### src/rtl/interrupt_pkg.sv
// Shared types and constants for the interrupt aggregator.
//   irq_state_e : irq request FSM states
//   ADDR_*      : register-port address map
package interrupt_pkg;

    localparam int unsigned ADDR_W = 2;
    localparam int unsigned DATA_W = 8;

    typedef enum logic [1:0] {
        IDLE   = 2'd0,
        ASSERT = 2'd1,
        GAP    = 2'd2
    } irq_state_e;

    localparam logic [ADDR_W-1:0] ADDR_STATUS  = 2'd0;
    localparam logic [ADDR_W-1:0] ADDR_PENDING = 2'd1;
    localparam logic [ADDR_W-1:0] ADDR_ENABLE  = 2'd2;
    localparam logic [ADDR_W-1:0] ADDR_SET     = 2'd3;

endpackage

### src/rtl/irq_src_detect.sv
// Per-source event detector: rising-edge or level, selected per bit.
//   clk, rst  : clock, synchronous active-high reset
//   src       : raw source lines (synchronous to clk)
//   src_evt_c : combinational event vector for this cycle
module irq_src_detect #(
    parameter int unsigned N_SRC    = 8,
    parameter logic [7:0]  EDGE_SEL = 8'hFF
) (
    input  logic             clk,
    input  logic             rst,
    input  logic [N_SRC-1:0] src,
    output logic [N_SRC-1:0] src_evt_c
);

    localparam logic [N_SRC-1:0] EDGE_MASK = EDGE_SEL[N_SRC-1:0];

    logic [N_SRC-1:0] src_q;

    // Previous-cycle copy of the sources for edge detection
    always_ff @(posedge clk) begin
        if (rst) begin
            src_q <= '0;
        end else begin
            src_q <= src;
        end
    end

    // Edge bits fire on 0->1, level bits fire every cycle the line is high
    assign src_evt_c = (src & ~src_q & EDGE_MASK) | (src & ~EDGE_MASK);

endmodule

### src/rtl/interrupt_ctrl.sv
// Interrupt aggregator: sticky pending bits, per-source enable, registered
// status, level irq with a guaranteed low gap after every deassertion.
//   clk, rst : clock, synchronous active-high reset
//   src      : interrupt source lines
//   wr_en, rd_en, addr, wdata : register port (STATUS/PENDING/ENABLE/SET)
//   rdata    : read data, valid the cycle after rd_en
//   irq      : level interrupt request
//   status   : pending & enable, registered
module interrupt_ctrl
    import interrupt_pkg::*;
#(
    parameter int unsigned N_SRC    = 8,
    parameter int unsigned HOLDOFF  = 4,
    parameter logic [7:0]  EDGE_SEL = 8'hFF,
    parameter logic [7:0]  RESET_EN = 8'hFF
) (
    input  logic              clk,
    input  logic              rst,
    input  logic [N_SRC-1:0]  src,
    input  logic              wr_en,
    input  logic              rd_en,
    input  logic [ADDR_W-1:0] addr,
    input  logic [DATA_W-1:0] wdata,
    output logic [DATA_W-1:0] rdata,
    output logic              irq,
    output logic [DATA_W-1:0] status
);

    localparam int unsigned CNT_W = (HOLDOFF > 1) ? $clog2(HOLDOFF) : 1;

    logic [N_SRC-1:0]  src_evt_c;
    logic [N_SRC-1:0]  pending, pending_d;
    logic [N_SRC-1:0]  enable, enable_d;
    logic [N_SRC-1:0]  set_wr, clr_wr;
    logic [DATA_W-1:0] rdata_d;
    irq_state_e        state, state_d;
    logic [CNT_W-1:0]  cnt, cnt_d;
    logic              irq_d;

    irq_src_detect #(
        .N_SRC    (N_SRC),
        .EDGE_SEL (EDGE_SEL)
    ) u_detect (
        .clk       (clk),
        .rst       (rst),
        .src       (src),
        .src_evt_c (src_evt_c)
    );

    // Register-port updates; set terms are OR'd after the clear so set wins
    always_comb begin
        set_wr    = (wr_en && addr == ADDR_SET)     ? wdata[N_SRC-1:0] : '0;
        clr_wr    = (wr_en && addr == ADDR_PENDING) ? wdata[N_SRC-1:0] : '0;
        enable_d  = (wr_en && addr == ADDR_ENABLE)  ? wdata[N_SRC-1:0] : enable;
        pending_d = src_evt_c | set_wr | (pending & ~clr_wr);
    end

    // Read mux samples pre-write register values
    always_comb begin
        rdata_d = '0;
        case (addr)
            ADDR_STATUS:  rdata_d = status;
            ADDR_PENDING: rdata_d = DATA_W'(pending);
            ADDR_ENABLE:  rdata_d = DATA_W'(enable);
            default:      rdata_d = '0;
        endcase
    end

    // Pending/enable/status/read-data registers
    always_ff @(posedge clk) begin
        if (rst) begin
            pending <= '0;
            enable  <= RESET_EN[N_SRC-1:0];
            status  <= '0;
            rdata   <= '0;
        end else begin
            pending <= pending_d;
            enable  <= enable_d;
            status  <= DATA_W'(pending_d & enable_d);
            if (rd_en) begin
                rdata <= rdata_d;
            end
        end
    end

    // FSM state register, holdoff counter and registered irq
    always_ff @(posedge clk) begin
        if (rst) begin
            state <= IDLE;
            cnt   <= '0;
            irq   <= 1'b0;
        end else begin
            state <= state_d;
            cnt   <= cnt_d;
            irq   <= irq_d;
        end
    end

    // Next-state logic; GAP counts HOLDOFF cycles, IDLE adds one more low cycle
    always_comb begin
        state_d = state;
        cnt_d   = cnt;
        case (state)
            IDLE: begin
                if (|status) begin
                    state_d = ASSERT;
                end
            end
            ASSERT: begin
                if (status == '0) begin
                    state_d = GAP;
                    cnt_d   = CNT_W'(HOLDOFF - 1);
                end
            end
            GAP: begin
                if (cnt == '0) begin
                    state_d = IDLE;
                end else begin
                    cnt_d = cnt - CNT_W'(1);
                end
            end
            default: begin
                state_d = IDLE;
                cnt_d   = '0;
            end
        endcase
    end

    // Output decode, registered alongside the state
    always_comb begin
        irq_d = 1'b0;
        if (state_d == ASSERT) begin
            irq_d = 1'b1;
        end
    end

endmodule
### config.mk
export PLATFORM = sky130hd
export DESIGN_NAME = interrupt_ctrl
export DESIGN_NICKNAME = d
export VERILOG_FILES = /design/src/rtl/interrupt_pkg.sv /design/src/rtl/irq_src_detect.sv /design/src/rtl/interrupt_ctrl.sv
export SDC_FILE = /design/constraint.sdc
export NUM_CORES = 1
export LEC_CHECK = 0
export BUFFER_PORTS_ARGS = -buffer_cell sky130_fd_sc_hd__buf_4
export CORE_ASPECT_RATIO = 2
export CORE_UTILIZATION = 49
export DETAILED_ROUTE_END_ITERATION = 10
export HOLD_SLACK_MARGIN = 0.08
export PLACE_DENSITY = 0.74
export SLEW_MARGIN = 20
export SYNTH_ARGS = -nofsm -noshare
export SYNTH_HDL_FRONTEND = slang
export SYNTH_SLANG_ARGS = --single-unit
### constraint.sdc
create_clock -name clk -period 1.4 [get_ports clk]
set_input_delay 0.07 -clock clk [delete_from_list [all_inputs] [get_ports clk]]
set_output_delay 0.07 -clock clk [all_outputs]
set_load 0.02 [all_outputs]
==> metrics.txt, run 1 <==
core outline area 0.00388 mm²; critical path launch point type flip-flop; Syn Std Cell Area approximately 0.002 mm²; RSZ-0062 raised after global routing yes; largest net degree at the start of global routing 38; initial antenna violation count 0; period utilization 0.962; Setup Total Neg Slack 0 ns; CTS tree done; post-DP HPWL between 2 and 3 mm; total area of multi-input combinational cells 991 µm²; Post-DP Area ~0.0023 mm²; Max Clk Rate ~0.74 GHz; via/cell ratio ~5.1; Finished Cell Area between 0.002 and 0.003 mm²; Critical Path RT roughly 1.6 ns; Final WS setup between 0.05 and 0.06 ns; Max Slew Vio Count 0; #FFs+latches synth 45; H-tree levels 2; Iteration-0 DRC Markers 15; Die W ~47 µm; Synth area leader dfxtp_1; routability cong. 0.833; GRT overflow 0; die area approximately 0.0043 mm²; antenna-violating nets left 0; r2r setup slk 0.05 ns; Via Count approximately 1700; first-pass GRT wire length 6.98 mm; max-cap violation count 0; crit end category flip-flop; pwr dens between 1000 and 1500 mW/mm²; Setup Skew about 0.0075 ns; ratio of cells with drive above 1 in the final layout 0.253; Antenna Cells 0; status complete, no violations; area occupied by registers 905 µm²; critical path arrival 1.54 ns; fin nets roughly 300; Syn Nets between 200 and 250; Initial Util 0.513; slew at the pin with the worst max-slew slack approximately 0.42 ns; P&R area growth vs syn 29.0%; Yosys top cell area share 0.452; hold crit path type input port to flip-flop; num rows 32; CP Max Fanout 4; clock buffer depth 2; worst slack at placement roughly 0.024 ns; clk_lat worst skew just under 0.3 ns; Slew HR 0.721; DIE HEIGHT 92.2 µm; # IOs 39; vias in the first global route around 1600; total CTS buffers 5; # clock sinks 45; min Tclk post-route 1.35 ns; Pleak between 1 and 1.5 nW; WHS 0.0892 ns; ranking of synthesized cells by area dfxtp_1 45%, nor2b_1 8.5%, a21oi_1 7.5%, nor2_1 5.5%, mux2i_1 4.0%; Cell variety after synth 29; Avg Synthesized Cell Area ~9.0 µm²; Final Setup Violations 0; residual DRC count 0; Final Hold Viols 0; Reg clk slew, reported paths 0.09 ns; fin util 0.662; aggregate routed wire length between 4 and 5 mm; sequential fraction of the synthesis area 0.452; First-pass DRT Iterations 4; yosys warns 0; DR WL/cell roughly 13 µm; gr usage total 0.218; Peak supply drop ~1.1 mV; Crit Path Class flip-flop to flip-flop; Cells after Synth 221; Root Driver clkbuf_8; port bufs 38; fillcell total around 340
[sequential cells by signal, indices dropped and copies added, names as in the netlist]
name	cells
state	2
irq	1
cnt	2
enable	8
u_detect.src_q	8
status	8
rdata	8
pending	8
[worst max-delay path: stages, from the launching register on]
cell,delay [ns]
dfxtp_1,0.36
nor4_4,0.39
nand2_1,0.19
o211ai_1,0.24
nor4b_2,0.07
[repair_timing]
| item | 4_1_cts | 5_1_grt |
|---|---|---|
| resized for setup | 1 | 8 |
| pin swaps | 0 | 1 |
| setup endpoints to repair | 1 | 5 |
| hold buffers | 13 | 0 |
| hold endpoints to repair | 20 | 0 |
| setup buffers | 0 | 0 |
| cloned | 0 | 0 |
[layout by cell type, fill, tap and decap left out, drive strengths merged]
| cell | count |
|---|---|
| nor2 | 29 |
| a21oi | 37 |
| a21o | 1 |
| nand3b | 2 |
| and2b | 1 |
| a211oi | 8 |
| nand2 | 2 |
| inv | 13 |
| buf | 42 |
| o21ai | 13 |
| dfxtp | 45 |
| and3 | 1 |
| ha | 5 |
| o31ai | 2 |
| a2111oi | 1 |
| nor4 | 2 |
| nand2b | 9 |
| nor2b | 27 |
| clkbuf | 7 |
| nand3 | 1 |
| bufinv | 1 |
| o211ai | 1 |
| dlygate4sd3 | 13 |
| nor4b | 1 |
| mux2i | 8 |
| o21a | 1 |
[synthesized netlist by cell type]
library cell and n:
nand3b_2 1, buf_2 3, a21oi_2 7, nand3b_4 1, o211ai_1 1, and3_1 1, nor2b_1 27, o21ai_0 13
nand3_1 1, nand2b_1 9, a21o_1 1, nand2_1 2, o31ai_1 2, inv_1 13, clkbuf_1 2, ha_1 5
buf_1 2, a211oi_1 8, a2111oi_2 1, mux2i_1 8, dfxtp_1 45, buf_4 2, nor4_4 2, buf_6 2
o21a_1 1, a21oi_1 30, nor2_1 29, and2b_1 1, nor4b_1 1
[per-layer routing]
| layer | global-route usage | routed length (µm) | vias up |
|---|---|---|---|
| met5 | 0 | 0 | - |
| met4 | 0.107 | 85 | 0 |
| met3 | 0.0413 | 100 | 6 |
| met2 | 0.373 | 2250 | 28 |
| met1 | 0.240 | 1730 | 770 |
| li1 | - | - | 846 |
[stage by stage]
step | instances | total power [mW]
final | 324 | 3.16
after CTS | 324 | 3.16
after detailed placement | 303 | 2.13
after global routing | 324 | 3.31
after global placement | 303 | 2.11
after floorplan | 221 | 1.90
[cell type report]
class	instances	area share
Timing Repair Buffer	55	0.173
Clock inverter	1	0.0117
Multi-Input combinational cell	152	0.386
Tap cell	51	0.0248
Sequential cell	45	0.352
Inverter	13	0.0190
Clock buffer	7	0.0336
[path summary, 6_finish.rpt]
path | from | to | depth (start not counted)
max reg2reg | status[4]$_SDFF_PP0_ | irq$_SDFF_PP0_ | 4
max | status[4]$_SDFF_PP0_ | irq$_SDFF_PP0_ | 4
min | wdata[1] | pending[1]$_SDFF_PP0_ | 3
min reg2reg | rdata[1]$_SDFFE_PP0P_ | rdata[1]$_SDFFE_PP0P_ | 2
[report_power, final]
part	switching [mW]	internal, mW	leakage, nW
clock	0.432	0.582	0.0585
combinational	0.353	0.326	0.685
sequential	0.0787	1.39	0.374
total	0.864	2.30	1.12
[cells by family after synthesis]
| kind of cell | synth area share |
|---|---|
| multiplexers | 0.0402 |
| AND/OR/NAND/NOR | 0.222 |
| flip-flops | 0.452 |
| adder cells (fa/ha/maj) | 0.0314 |
| buffers and inverters | 0.0584 |
| AO/OA/AOI/OAI | 0.195 |
Note: power is estimated with default switching activity, not from simulation.
==> inputs of run 2 (changes only) <==
--- a/config.mk
+++ b/config.mk
@@ -5,6 +5,7 @@
 export SDC_FILE = /design/constraint.sdc
 export NUM_CORES = 1
 export LEC_CHECK = 0
+export ABC_AREA = 1
 export BUFFER_PORTS_ARGS = -buffer_cell sky130_fd_sc_hd__buf_4
 export CORE_ASPECT_RATIO = 2
 export CORE_UTILIZATION = 49
==> metrics.txt, run 2 <==
status complete, no violations; total CTS buffers 5; cell with the most instances after synthesis nand2_1; R2R depth 5; initial antenna violation count 0; Crit Path Class flip-flop to flip-flop; critical path arrival between 1.5 and 2 ns; Yosys top cell area share 0.441; Max Slew Vio Count 0; sequential fraction of the synthesis area 0.441; Slew HR 0.711; GRT met1 Usage 0.229; slew at the pin with the worst max-slew slack ~0.43 ns; Synth async-reset ratio 0; commonest cells in the netlist 80 x nand2_1, 45 x dfxtp_1, 42 x inv_1, 21 x nand3_1, 19 x nor2_1; aggregate routed wire length 4.61 mm; worst setup path end rdata[2]$_SDFFE_PP0P_; First-pass DRT Iterations 4; fillcell total about 420; met3 Use GR 0.0541; DR WL/cell ~12 µm; Peak supply drop roughly 1.1 mV; critical path launch point type flip-flop; residual DRC count 0; H-tree levels 2; period utilization 0.925; Pleak ~1.3 nW; Setup Total Neg Slack 0 ns; fin util 0.653; port bufs 38; num rows 32; Antenna Cells 0; Iteration-0 DRC Markers 50; most common cell after layout, fill and taps aside nand2_1; crit path from status[2]$_SDFF_PP0_; gr busiest metal met2; antenna-violating nets left 0; ratio of cells with drive above 1 in the final layout 0.200; Final Setup Violations 0; # clock sinks 45; core outline area around 0.0039 mm²; RSZ-0062 raised after global routing no; Die W around 48 µm; Root Driver clkbuf_8; Initial Util 0.521; fin nets between 300 and 400; Main synth FF type dfxtp_1; Via Count between 1500 and 2000; r2r setup slk ~0.10 ns; Syn Nets 303; CP Max Fanout 3; die area ~0.0045 mm²; met2 Use GR 0.421; Critical Path RT 1.65 ns; GRT overflow 0; # IOs 39; Reg2Reg Capture Point rdata[2]$_SDFFE_PP0P_; pwr dens roughly 1200 mW/mm²; EDFF count, synth 0; via/cell ratio between 4 and 5; Final Hold Viols 0; Max Clk Rate ~0.77 GHz; Syn Std Cell Area about 0.002 mm²; hold crit path type input port to flip-flop; area occupied by registers roughly 900 µm²; max-cap violation count 0; Avg Synthesized Cell Area between 7 and 8 µm²; DIE HEIGHT 93.4 µm; min Tclk post-route between 1 and 1.5 ns; Cell variety after synth 23; first-pass GRT wire length approximately 7.5 mm; clock buffer depth 2; Reg clk slew, reported paths ~0.090 ns; gr usage total 0.239; total area of multi-input combinational cells approximately 910 µm²; #FFs+latches synth 45; ranking of synthesized cells by area dfxtp_1 44%, nand2_1 15%, inv_1 7.7%, nand3_1 5.1%, a21oi_1 4.2%; Hold Path Origin wdata[3]; Synth area leader dfxtp_1; most frequent cells in the layout 80 x nand2_1, 45 x dfxtp_1, 42 x inv_1, 41 x buf_4, 21 x nand3_1; post-DP HPWL about 3.3 mm; Cells after Synth between 200 and 300; routability cong. 0.777; Setup Skew 0.00562 ns; Post-CTS Setup Inserts 0; Reg2Reg Launch Point status[2]$_SDFF_PP0_; crit end category flip-flop; clk_lat worst skew ~0.30 ns; P&R area growth vs syn 25.3%; yosys warns 0; CTS tree done; vias in the first global route between 1500 and 2000; largest net degree at the start of global routing 19
==> run 2: how the worst min path moves through the flow <==
| stage | to | cells past startpoint |
|---|---|---|
| final | pending[3]$_SDFF_PP0_ | 4 |
| after global routing | pending[3]$_SDFF_PP0_ | 4 |
| after CTS | pending[3]$_SDFF_PP0_ | 4 |
| after detailed placement | u_detect.src_q[5]$_SDFF_PP0_ | 3 |
| after global placement | u_detect.src_q[0]$_SDFF_PP0_ | 3 |
| after floorplan | u_detect.src_q[0]$_SDFF_PP0_ | 2 |
==> run 2: cell type report <==
type                    instances  area share
multi-input cells             179       0.357
clock inverters                 3     0.00684
inverters                      45      0.0660
flip-flops and latches         45       0.352
clock buffers                   5      0.0269
well taps                      51      0.0249
repair buffers                 53       0.167
==> run 2: logic make-up after synthesis <==
family          Yosys count  synth area share
flops                    45             0.441
fa+ha+maj                 5            0.0306
buf+inv                  52             0.114
compound gates           50             0.162
simple gates            124             0.253
==> run 2: metal layers <==
layer | wire length (µm) | up-vias
li1 | - | 975
met1 | 1750 | 855
met2 | 2550 | 39
met3 | 149 | 13
met4 | 164 | 0
met5 | 0 | -
==> run 2: power by group <==
part	internal, mW	leakage, nW	total [mW]	switching (mW)
combinational	0.306	0.893	0.723	0.417
clock	0.345	0.0439	0.792	0.447
sequential	1.40	0.374	1.48	0.0724
==> run 2: per-stage QoR <==
stage	std cells	total power, mW	area, µm²	setup WS, ns	hold slack, ns
2_1_floorplan	276	1.97	2040	0.254	0.195
3_3_place_gp	361	2.18	2350	0.127	0.285
3_5_place_dp	361	2.19	2350	0.111	0.294
4_1_cts	381	3.01	2560	0.0979	0.135
5_1_grt	381	3.18	2560	0.0180	0.156
6_report	381	2.99	2560	0.104	0.139
==> run 2: repair_timing <==
action / in CTS / in global routing
resized for setup: 0 / 2
hold buffers: 12 / 0
setup endpoints to repair: 0 / 2
hold endpoints to repair: 15 / 0
==> run 2: worst max-delay path, stage by stage (launching register included) <==
cell and delay [ns]:
dfxtp_1 0.37, nand2_1 0.07, nand3_1 0.08, nand2_1 0.06
a21oi_2 0.10, dlygate4sd3_1 0.56
==> inputs of run 3 (changes only) <==
--- a/config.mk
+++ b/config.mk
@@ -6,12 +6,12 @@
 export NUM_CORES = 1
 export LEC_CHECK = 0
 export ABC_AREA = 1
-export BUFFER_PORTS_ARGS = -buffer_cell sky130_fd_sc_hd__buf_4
 export CORE_ASPECT_RATIO = 2
-export CORE_UTILIZATION = 49
+export CORE_UTILIZATION = 50
 export DETAILED_ROUTE_END_ITERATION = 10
+export DONT_BUFFER_PORTS = 1
 export HOLD_SLACK_MARGIN = 0.08
-export PLACE_DENSITY = 0.74
+export PLACE_DENSITY = 0.67
 export SLEW_MARGIN = 20
 export SYNTH_ARGS = -nofsm -noshare
 export SYNTH_HDL_FRONTEND = slang
==> metrics.txt, run 3 (synthesis results as in run 2) <==
# IOs 39; Slew HR 0.744; fillcell total between 300 and 400; status finished, violations left; first-pass GRT wire length approximately 7.7 mm; Peak supply drop 0.766 mV; Setup Skew roughly 0.0043 ns; Max Clk Rate between 0.7 and 0.8 GHz; post-DP HPWL between 3 and 4 mm; failing checks hold timing; antenna-violating nets left 0; crit end category flip-flop; period utilization 0.975; R2R depth 6; Top Layer Used met4; Met2 Wirelength roughly 2.5 mm; vias in the first global route 1836; Initial Util 0.526; critical path launch point type input port; Worst path max stage delay roughly 0.62 ns; largest net degree at the start of global routing 35; Final Setup Violations 0; DIE HEIGHT a little over 90 µm; worst hold endpoint rdata[1]$_SDFFE_PP0P_; met1 WL ~1.7 mm; delay-heaviest family, CP buffers and inverters; initial antenna violation count 0; Die W between 40 and 50 µm; Setup Total Neg Slack 0 ns; routability cong. ~0.79; Met3 Wirelength 143 µm; H-tree levels 2; hold crit path type input port to flip-flop; Reg clk slew, reported paths approximately 0.080 ns; CP Max Fanout 34; Max Slew Vio Count 0; critical path arrival about 1.6 ns; Hold Path Origin rd_en; pwr dens about 1200 mW/mm²; critical path depth 4; P&R area growth vs syn 23.9%; Iteration-0 DRC Markers 28; residual DRC count 0; max-cap violation count 0; Root Driver clkbuf_8; # clock sinks 45; worst slack at placement between 0.1 and 0.15 ns; Via Count around 1800; Final WS setup around 0.035 ns; Reg2Reg Launch Point status[5]$_SDFF_PP0_; hold_buf cts 30; Pleak about 1.2 nW; num rows 32; slew at the pin with the worst max-slew slack between 0.3 and 0.4 ns; Final Hold Viols 6; ratio of cells with drive above 1 in the final layout 0.160; gr usage total 0.244; Cell Chain, Critical Path dlygate4sd3_1, buf_12, a21oi_1, dlygate4sd3_1; GRT overflow 0; aggregate routed wire length 4.54 mm; crit path buf inv count 3; Reg2Reg Capture Point rdata[5]$_SDFFE_PP0P_; Antenna Cells 0; Post-CTS Setup Inserts 0; core outline area between 0.003 and 0.004 mm²; clock buffer depth 2; Critical Path Most Common Cell dlygate4sd3_1; die area around 0.0044 mm²; CTS tree done; total CTS buffers 5; DR WL/cell between 10 and 15 µm; port bufs 0; most common cell after layout, fill and taps aside nand2_1; Crit Path Class input port to flip-flop; most frequent cells in the layout 78 x nand2_1, 42 x inv_1, 39 x dfxtp_1, 24 x dlygate4sd3_1; Critical Path RT roughly 1.6 ns; clk_lat worst skew 0.30 ns; RSZ-0062 raised after global routing no; via/cell ratio about 5.1; First-pass DRT Iterations 4; min Tclk post-route 1.37 ns; Slowest-stage cell, CP dlygate4sd3_1; WHS -0.0938 ns; fin nets approximately 340; r2r setup slk between 0.03 and 0.04 ns; Hold Crit Depth 2
[run 3: cell types whose count changed in the layout (fill, tap and decap cells not counted)]
cell / before / now
a21oi_1: 16 / 13
a21oi_2: 3 / 6
buf_12: 0 / 1
buf_4: 41 / 5
buf_6: 0 / 6
dfxtp_1: 45 / 39
dfxtp_2: 0 / 6
dlygate4sd3_1: 12 / 24
nand2_1: 80 / 78
nand2_2: 1 / 3
nand3_1: 21 / 19
nand3_2: 0 / 2
[run 3: timing repair]
action                                  in CTS  in global routing
gates resized for setup                      0                 21
endpoints found under the setup margin       0                 10
endpoints found under the hold margin       43                  6
[run 3: layout make-up]
class,instances,area (µm²),share of cell area
tap,51,63.8,0.0252
clock buffer,5,68.8,0.0272
timing repair buffer,36,365,0.144
sequential,45,908,0.359
inverter,45,169,0.0667
multi-input combinational,179,940,0.371
clock inverter,3,17.5,0.00692
[run 3: how the worst max path moves through the flow]
| stage | startpoint | end | slack, ns |
|---|---|---|---|
| 6_report | rst | pending[4]$_SDFF_PP0_ | 0.03 |
| 5_1_grt | status[0]$_SDFF_PP0_ | rdata[0]$_SDFFE_PP0P_ | 0.001 |
| 4_1_cts | status[0]$_SDFF_PP0_ | rdata[0]$_SDFFE_PP0P_ | 0.02 |
| 3_5_place_dp | state[0]$_SDFF_PP0_ | cnt[0]$_SDFFE_PP0P_ | 0.11 |
| 3_3_place_gp | state[0]$_SDFF_PP0_ | cnt[1]$_SDFFE_PP0P_ | 0.15 |
| 2_1_floorplan | state[0]$_SDFF_PP0_ | cnt[0]$_SDFFE_PP0P_ | 0.25 |
[run 3: routing by layer]
layer	track usage	vias up
met2	0.438	37
met3	0.0487	15
met1	0.231	845
li1	-	951
met4	0.145	0
met5	0	-
[run 3: power by group]
part           total (mW)  internal [mW]  switching [mW]
clock network       0.789          0.345           0.445
logic               0.681          0.292           0.389
registers            1.51           1.41           0.102
[run 3: per-stage QoR]
stage | area (µm²) | power, mW | std cells | hold slack, ns | utilization
2_1_floorplan | 2040 | 1.97 | 276 | 0.195 | -
3_3_place_gp | 2130 | 2.07 | 331 | 0.137 | 0.547
3_5_place_dp | 2130 | 2.09 | 331 | 0.140 | 0.547
4_1_cts | 2520 | 2.98 | 369 | -0.0992 | 0.649
5_1_grt | 2530 | 3.15 | 364 | -0.102 | 0.652
6_report | 2530 | 2.98 | 364 | -0.0938 | 0.652
